===== config.mk =====
export PLATFORM = sky130hd
export DESIGN_NAME = pipe_hazard_ctrl
export DESIGN_NICKNAME = d
export VERILOG_FILES = /design/src/rtl/pipe_ctrl_pkg.sv /design/src/rtl/pipe_hazard_ctrl_fwd_unit.sv /design/src/rtl/pipe_hazard_ctrl.sv
export SDC_FILE = /design/constraint.sdc
export NUM_CORES = 1
export LEC_CHECK = 0
export BUFFER_PORTS_ARGS = -buffer_cell sky130_fd_sc_hd__clkbuf_2
export CORE_AREA = 2 2 68 70
export DETAILED_ROUTE_END_ITERATION = 7
export DIE_AREA = 0 0 70 72
export PLACE_DENSITY = 0.9
export RECOVER_POWER = 25
export SYNTH_ARGS = -nofsm -noshare
export SYNTH_HDL_FRONTEND = slang
export SYNTH_HIERARCHICAL = 1
export SYNTH_SLANG_ARGS = --single-unit

===== constraint.sdc =====
create_clock -name clk -period 5.2 [get_ports clk]
set_input_delay 0 -clock clk [delete_from_list [all_inputs] [get_ports clk]]
set_output_delay 0 -clock clk [all_outputs]
set_load 0.05 [all_outputs]

===== src/rtl/pipe_ctrl_pkg.sv =====
// pipe_ctrl_pkg: shared definitions for the RV32 pipeline controller.
//   - ctrl_state_e    : controller FSM encoding (RUN, MEM_WAIT, HALT)
//   - TRAP_VECTOR_DEF : default trap redirect address
//   - REG_ZERO        : architectural x0, never a forwarding/hazard source
package pipe_ctrl_pkg;

  typedef enum logic [1:0] {
    ST_RUN      = 2'd0,
    ST_MEM_WAIT = 2'd1,
    ST_HALT     = 2'd2
  } ctrl_state_e;

  localparam logic [31:0] TRAP_VECTOR_DEF = 32'h0000_0004;
  localparam logic [4:0]  REG_ZERO        = 5'd0;

endpackage


===== src/rtl/pipe_hazard_ctrl_fwd_unit.sv =====
// fwd_unit: execute-stage operand forwarding selects (pure combinational).
// Ports:
//   ex_rs1_i, ex_rs2_i      : source registers of the instruction in ID/EX
//   mem_rd_i, mem_write_reg_i : destination / write enable in EX/MEM
//   wb_rd_i,  wb_write_reg_i  : destination / write enable in MEM/WB
//   use_*_o                 : one-hot-or-zero select per operand; the younger
//                             EX/MEM result wins over MEM/WB.
module fwd_unit
  import pipe_ctrl_pkg::*;
(
  input  logic [4:0] ex_rs1_i,
  input  logic [4:0] ex_rs2_i,
  input  logic [4:0] mem_rd_i,
  input  logic       mem_write_reg_i,
  input  logic [4:0] wb_rd_i,
  input  logic       wb_write_reg_i,
  output logic       use_EX_MEM_rs1_o,
  output logic       use_EX_MEM_rs2_o,
  output logic       use_MEM_WB_rs1_o,
  output logic       use_MEM_WB_rs2_o
);

  logic mem_valid;
  logic wb_valid;

  // x0 is hardwired, so a writer targeting it never produces a usable value.
  assign mem_valid = mem_write_reg_i && (mem_rd_i != REG_ZERO);
  assign wb_valid  = wb_write_reg_i  && (wb_rd_i  != REG_ZERO);

  assign use_EX_MEM_rs1_o = mem_valid && (mem_rd_i == ex_rs1_i);
  assign use_EX_MEM_rs2_o = mem_valid && (mem_rd_i == ex_rs2_i);
  assign use_MEM_WB_rs1_o = wb_valid  && (wb_rd_i  == ex_rs1_i) && !use_EX_MEM_rs1_o;
  assign use_MEM_WB_rs2_o = wb_valid  && (wb_rd_i  == ex_rs2_i) && !use_EX_MEM_rs2_o;

endmodule


===== src/rtl/pipe_hazard_ctrl.sv =====
// pipe_hazard_ctrl: central hazard/flush/stall controller for the 5-stage core.
// Ports:
//   clk, reset_n                 : clock, synchronous active-low reset
//   id_*_i                       : operands read by the instruction in ID
//   ex_*_i, mem_*_i, wb_*_i      : pipeline register fields for forwarding/hazards
//   ex_load_target_i             : taken branch/jump in EX
//   mem_busy_i                   : data memory wait state
//   wb_trap_i                    : trapping instruction in MEM/WB
//   use_*_o                      : forwarding selects
//   freeze_o, stall_fetch_o      : global hold / fetch hold
//   flush_*_o                    : stage register clear to bubble
//   pc_load_o, pc_trap_o         : PC redirect to branch target / TRAP_VECTOR
//   halted_o                     : core stopped after a halting trap
//   stall_cnt_o, flush_cnt_o     : saturating event counters
//
// state    | meaning
// ---------+-------------------------------------------------------------
// RUN      | normal issue; forwarding, load-use, branch and trap handling
// MEM_WAIT | data memory busy seen; pipeline frozen until it drops
// HALT     | halting trap retired; fetch stalled, EX bubbled until reset
module pipe_hazard_ctrl
  import pipe_ctrl_pkg::*;
#(
  parameter bit          TRAP_HALT   = 1'b1,
  parameter logic [31:0] TRAP_VECTOR = TRAP_VECTOR_DEF,
  parameter int          CNT_W       = 16
) (
  input  logic             clk,
  input  logic             reset_n,
  input  logic [4:0]       id_rs1_i,
  input  logic [4:0]       id_rs2_i,
  input  logic             id_use_rs1_i,
  input  logic             id_use_rs2_i,
  input  logic [4:0]       ex_rs1_i,
  input  logic [4:0]       ex_rs2_i,
  input  logic [4:0]       ex_rd_i,
  input  logic             ex_write_reg_i,
  input  logic             ex_read_mem_i,
  input  logic [4:0]       mem_rd_i,
  input  logic             mem_write_reg_i,
  input  logic [4:0]       wb_rd_i,
  input  logic             wb_write_reg_i,
  input  logic             ex_load_target_i,
  input  logic             mem_busy_i,
  input  logic             wb_trap_i,
  output logic             use_EX_MEM_rs1_o,
  output logic             use_EX_MEM_rs2_o,
  output logic             use_MEM_WB_rs1_o,
  output logic             use_MEM_WB_rs2_o,
  output logic             freeze_o,
  output logic             stall_fetch_o,
  output logic             flush_if_id_o,
  output logic             flush_id_ex_o,
  output logic             flush_ex_mem_o,
  output logic             pc_load_o,
  output logic             pc_trap_o,
  output logic             halted_o,
  output logic [CNT_W-1:0] stall_cnt_o,
  output logic [CNT_W-1:0] flush_cnt_o
);

  // The PC mux consumes TRAP_VECTOR directly; it must be word aligned.
  if (TRAP_VECTOR[1:0] != 2'b00) begin : g_bad_vector
    $error("TRAP_VECTOR must be word aligned");
  end

  localparam logic [CNT_W-1:0] CNT_ONE = {{(CNT_W-1){1'b0}}, 1'b1};

  ctrl_state_e      state_q, state_d;
  logic [CNT_W-1:0] stall_cnt_q, flush_cnt_q;
  logic             load_use;
  logic             stall_evt, flush_evt;

  fwd_unit u_fwd (
    .ex_rs1_i         (ex_rs1_i),
    .ex_rs2_i         (ex_rs2_i),
    .mem_rd_i         (mem_rd_i),
    .mem_write_reg_i  (mem_write_reg_i),
    .wb_rd_i          (wb_rd_i),
    .wb_write_reg_i   (wb_write_reg_i),
    .use_EX_MEM_rs1_o (use_EX_MEM_rs1_o),
    .use_EX_MEM_rs2_o (use_EX_MEM_rs2_o),
    .use_MEM_WB_rs1_o (use_MEM_WB_rs1_o),
    .use_MEM_WB_rs2_o (use_MEM_WB_rs2_o)
  );

  assign load_use = ex_read_mem_i && ex_write_reg_i && (ex_rd_i != REG_ZERO) &&
                    ((id_use_rs1_i && (id_rs1_i == ex_rd_i)) ||
                     (id_use_rs2_i && (id_rs2_i == ex_rd_i)));

  // Priority in RUN/MEM_WAIT: trap > memory freeze > branch > load-use.
  // MEM_WAIT behaves like RUN once busy drops, so a branch held in EX
  // during the wait is taken on the first unfrozen cycle.
  always_comb begin
    state_d        = state_q;
    freeze_o       = 1'b0;
    stall_fetch_o  = 1'b0;
    flush_if_id_o  = 1'b0;
    flush_id_ex_o  = 1'b0;
    flush_ex_mem_o = 1'b0;
    pc_load_o      = 1'b0;
    pc_trap_o      = 1'b0;
    stall_evt      = 1'b0;
    flush_evt      = 1'b0;
    case (state_q)
      ST_HALT: begin
        stall_fetch_o = 1'b1;
        flush_id_ex_o = 1'b1;
      end
      default: begin
        if (wb_trap_i) begin
          flush_if_id_o  = 1'b1;
          flush_id_ex_o  = 1'b1;
          flush_ex_mem_o = 1'b1;
          pc_trap_o      = ~TRAP_HALT;
          flush_evt      = 1'b1;
          state_d        = TRAP_HALT ? ST_HALT : ST_RUN;
        end else if (mem_busy_i) begin
          freeze_o  = 1'b1;
          stall_evt = 1'b1;
          state_d   = ST_MEM_WAIT;
        end else begin
          state_d = ST_RUN;
          if (ex_load_target_i) begin
            pc_load_o     = 1'b1;
            flush_if_id_o = 1'b1;
            flush_id_ex_o = 1'b1;
            flush_evt     = 1'b1;
          end else if (load_use) begin
            stall_fetch_o = 1'b1;
            flush_id_ex_o = 1'b1;
            stall_evt     = 1'b1;
          end
        end
      end
    endcase
  end

  always_ff @(posedge clk) begin
    if (!reset_n) begin
      state_q     <= ST_RUN;
      stall_cnt_q <= '0;
      flush_cnt_q <= '0;
      halted_o    <= 1'b0;
    end else begin
      state_q  <= state_d;
      halted_o <= (state_d == ST_HALT);
      if (stall_evt && (stall_cnt_q != '1)) stall_cnt_q <= stall_cnt_q + CNT_ONE;
      if (flush_evt && (flush_cnt_q != '1)) flush_cnt_q <= flush_cnt_q + CNT_ONE;
    end
  end

  assign stall_cnt_o = stall_cnt_q;
  assign flush_cnt_o = flush_cnt_q;

endmodule


Yosys cells after proc, flatten, opt, wreduce, memory -nomap -nowiden
Index checks and enable logic that the tools add are counted.
{ "classes": {"mux": 26, "n_addsub": 2, "n_eq_ne": 10, "reduce_logical": 21} }
{ "op_table": {"columns": ["op", "count"], "rows": [
  ["16-bit by 1-bit adder with 16-bit output, second input constant", 2],
  ["16-bit != test, second input constant", 2],
  ["5-bit == test", 6],
  ["1-bit two-way mux", 24],
  ["1-bit logical AND", 15],
  ["5-bit nonzero test", 3],
  ["2-bit == test, second input constant", 2],
  ["2-bit two-way mux", 2],
  ["1-bit zero test", 2],
  ["1-bit logical OR", 1]
]} }
{ "word_totals": {"reg_bits": 35, "word_cells": 63, "output_inout_bits": 44} }

Longest topological paths before layout
{ "depth": {"depth_word": 10, "depth_mapped": 8, "ltp_nobuf": 7} }

By module
The synthesis kept the hierarchy.
{ "modules_own_cells": {"columns": ["mod", "instances", "area_per_inst_um2", "cells_per_inst", "seq_area_each_um2"], "rows": [
  ["pipe_hazard_ctrl", 1, 1923.1, 217, 700.7],
  ["fwd_unit", 1, 270.3, 34, 0.0]
]} }

Least setup slack after synthesis
No wires, ideal clock.
{ "synth_timing": {"path_kind": "reg-to-reg", "start": "reg stall_cnt_q[0] (netlist: stall_cnt_o[0])", "end": "reg stall_cnt_q[14] (netlist: stall_cnt_o[14])", "n_path_buf": 0, "arrival_ns": 2.271, "synth_period_minus_slack_ns": 2.385, "path_stages_with_launch": 8, "setup_time_ns": 0.115, "required_time_ns": 5.085, "slack_ns": 2.815, "path_cell_list": "dfxtp_1 -> ha_1 -> and3_1 -> and3_1 -> nand3_1 -> or4_1 -> o31a_1 -> o21a_1"} }
{ "synth_via": {"elab_chain_len": 2} }
{ "synth_lines": {"columns": ["item", "line_no", "text"], "rows": [
  ["start: declaration", "pipe_hazard_ctrl.sv:70", "logic [CNT_W-1:0] stall_cnt_q, flush_cnt_q;"],
  ["start signal: assignment", "pipe_hazard_ctrl.sv:148", "if (stall_evt && (stall_cnt_q != '1)) stall_cnt_q <= stall_cnt_q + CNT_ONE;"],
  ["branches (longest 2 deep; another with 16-bit by 1-bit adder with 16-bit output)", null, null]
]} }
Several ways; the timed one is not identified.
A chain may end at the register's enable or synchronous reset.

Worst setup path in the final report
{ "layout_timing": {"start": "reg flush_cnt_q[0] (netlist: flush_cnt_o[0])", "end": "reg flush_cnt_q[6] (netlist: flush_cnt_o[6])"} }
{ "layout_via": {"elab_chain_len": 2} }
{ "layout_lines": {"columns": ["item", "line_no", "text"], "rows": [
  ["start: declaration", "pipe_hazard_ctrl.sv:70", null],
  ["start signal: assignment", "pipe_hazard_ctrl.sv:149", "if (flush_evt && (flush_cnt_q != '1)) flush_cnt_q <= flush_cnt_q + CNT_ONE;"],
  ["branches (longest 2 deep; another with 16-bit by 1-bit adder with 16-bit output)", null, null]
]} }
Several ways; the timed one is not identified.

==> flow_metrics.env <==
export IMPL_p_leak_uw=0.00108
export IMPL_via_per_inst=5.58
export IMPL_ys_flop_type="dfxtp_1"
export IMPL_cp_required_ns=5.40
export IMPL_hold_path_end="stall_cnt_o[14]"
export IMPL_drv_cap=0
export IMPL_finalInstanceArea_um2=2760
export IMPL_worstHoldPathType="input pin to flip-flop"
export IMPL_pin_count=90
export IMPL_drt_first_pass_iters=4
export IMPL_dp_hpwl_um=4240
export IMPL_syn2layout_area_growth_pct=25.7
export IMPL_cts_resized_gates=0
export IMPL_yosysSeqAreaShare_pct=31.9
export IMPL_path_clk_slew_ns=0.08
export IMPL_cp_arrival_ns=2.53
export IMPL_layout_nets=388
export IMPL_place_ws_ns=2.87
export IMPL_ant_nets=0
export IMPL_worstSetupPathType="flip-flop to flip-flop"
export IMPL_layout_setup_ws_ns=2.86
export IMPL_clk_path_buf_depth=2
export IMPL_period_share_pct=45.0
export IMPL_syn_area_um2=2190
export IMPL_hold_depth=2
export IMPL_vdd_ir_drop_max_uv=219
export IMPL_dpl_cell_area_um2=2660
export IMPL_finalSetupViolCount=0
export IMPL_synth_seq_cells=35
export IMPL_relSlewSlack_pct=45.6
export IMPL_num_rows=24
export IMPL_avgSynthCellArea_um2=8.74
export IMPL_grt_pass1_wl_um=8890
export IMPL_drcViolationCount=0
export IMPL_hold_viol_final=0
export IMPL_r2r_end="flush_cnt_o[6]"
export IMPL_reg2reg_depth=7
export IMPL_timing_fmax_mhz=428
export IMPL_crit_path_start_kind="flip-flop"
export IMPL_ctsHtreeMaxLevel=2
export IMPL_status="finished clean"
export IMPL_async_flop_share_pct=0
export IMPL_rrSetupSlack_ns=2.86
export IMPL_skew_ns=0.0101
export IMPL_drtIter0Drc=77
export IMPL_core_um2=4260
export IMPL_final_common_cell="clkbuf_2"
export IMPL_p_per_area_nw_per_um2=235
export IMPL_maxSlewViolCount=0
export IMPL_grt_antenna_before_repair=0
export IMPL_port_buffers=88
export IMPL_post_drt_wl_per_cell_um=13.8
export IMPL_syn_nets=299
export IMPL_layout_area_seq_um2=701
export IMPL_fillerInstances=370
export IMPL_fp_dieH_um=72
export IMPL_r2r_start="flush_cnt_o[0]"
export IMPL_synthCells=251
export IMPL_wl_um=5440
export IMPL_multiInputGateArea_um2=1430
export IMPL_tightest_slew_ns=0.815
export IMPL_end_kind="flip-flop"
export IMPL_min_period_ns=2.34
export IMPL_cp_max_fo=11
export IMPL_diodes=0
export IMPL_cts_num_sinks=35
export IMPL_grt_use_total_pct=21.6
export IMPL_power_uw=647
export IMPL_synth_cell_type_count=51
export IMPL_initial_core_util_pct=51.4
export IMPL_rsz0062_at_grt="no"
export IMPL_clk_latency_ns=0.30
export IMPL_tns_ns=0
export IMPL_root_buffer="clkbuf_8"
export IMPL_numCtsBuffers=5
export IMPL_grt_pass1_vias=1999
export IMPL_fp_dieW_um=70
export IMPL_dieArea_um2=5040
export IMPL_final_cell_mix="69 x clkbuf_2, 35 x dfxtp_1, 33 x xnor2_1"
export IMPL_vias=2192
export IMPL_final_util_pct=64.7
export IMPL_synth_edf_count=0
export IMPL_grt_ovfl_total=0
export IMPL_drive_above_1_share_pct=26.7
export IMPL_ys_warn_count=6
export IMPL_grt_max_degree=27
export IMPL_routabilityCongestion=0.888
export IMPL_cts_tree="yes"
export IMPL_cp_startpoint="flush_cnt_o[0]"
export IMPL_min_from="reset_n"
-- worst max-delay path by stage --
stage	end	slack (ns)	depth (start not counted)
floorplan	stall_cnt_o[14]	2.81	7
global placement	flush_cnt_o[6]	3.01	7
detailed placement	flush_cnt_o[6]	2.87	7
CTS	flush_cnt_o[6]	2.87	7
global route	flush_cnt_o[6]	2.64	7
finish	flush_cnt_o[6]	2.86	7
-- metrics by stage --
step                      hold slack, ns  std cells
after floorplan                   0.0787        251
after global placement             0.283        384
after detailed placement           0.288        384
after CTS                          0.134        393
after global routing               0.141        393
final                              0.136        393
-- cells in the mapped netlist, types with 2 or more instances --
cell type  count  share of area, %
dfxtp_1       35                32
xnor2_1       33                13
nor2_1        20               3.4
nand2_1       17               2.9
nand3_1       16               3.7
xor2_1        16               6.4
nand4_1       12               3.4
a21oi_1        9               2.1
or4_1          9               3.1
and3_1         7               2.0
nor4_1         7               2.0
o31ai_1        7               2.4
and2_1         5               1.4
inv_1          4              0.68
nand2b_1       4               1.1
o211ai_1       4               1.4
clkbuf_1       3              0.51
mux2i_1        3               1.4
nor2b_1        3              0.86
and4_1         2              0.80
buf_4          2              0.68
ha_1           2               1.1
nor3_1         2              0.46
nor4_2         2               1.1
-- cell families after synthesis --
group | count (synthesis) | share of synthesized area [%]
other | 1 | 0.171
buffers and inverters | 12 | 2.79
adder cells (fa/ha/maj) | 2 | 1.14
XOR/XNOR | 49 | 19.6
AO/OA/AOI/OAI | 36 | 13.6
flip-flops | 35 | 31.9
AND/OR/NAND/NOR | 113 | 29.4
multiplexers | 3 | 1.37
-- per-layer routing --
metal	global-route usage (%)	share of wire, %	up-vias
li1	-	-	1094
met1	26.1	42	1030
met2	38.3	52	62
met3	6.11	5.0	6
met4	5.13	0.88	0
met5	0	0	-
-- worst max-delay path, stage by stage, from the launching register on --
cell	delay (ns)
dfxtp_1	0.36
ha_1	0.22
and3_1	0.22
and3b_1	0.23
a21oi_1	0.67
nand4_1	0.20
xnor2_1	0.17
and2_1	0.16
-- area by class of cell --
class	instances	share of cell area, %
clock inverter	3	1.68
clock buffer	5	2.50
timing repair buffer	89	15.5
tap	52	2.36
inverter	5	0.681
multi-input combinational	204	51.9
sequential	35	25.4
-- where the power goes --
part	switching (uW)	internal [uW]	total (uW)	leakage, uW
Combinational	77.8	43.4	121	0.000739
Clock	106	144	250	0.0000548
Sequential	3.92	272	276	0.000283
Total	188	460	647	0.00108
-- state kept, by name, indices dropped and copies added (netlist names) --
register / count
halted_o: 1
state_q: 2
flush_cnt_o: 16
stall_cnt_o: 16
-- timing repair --
action	in CTS	in global routing
hold buffers	1	0
buffers inserted	0	0
hold endpoints to repair	1	0
Note: power is estimated with default switching activity, not from simulation.
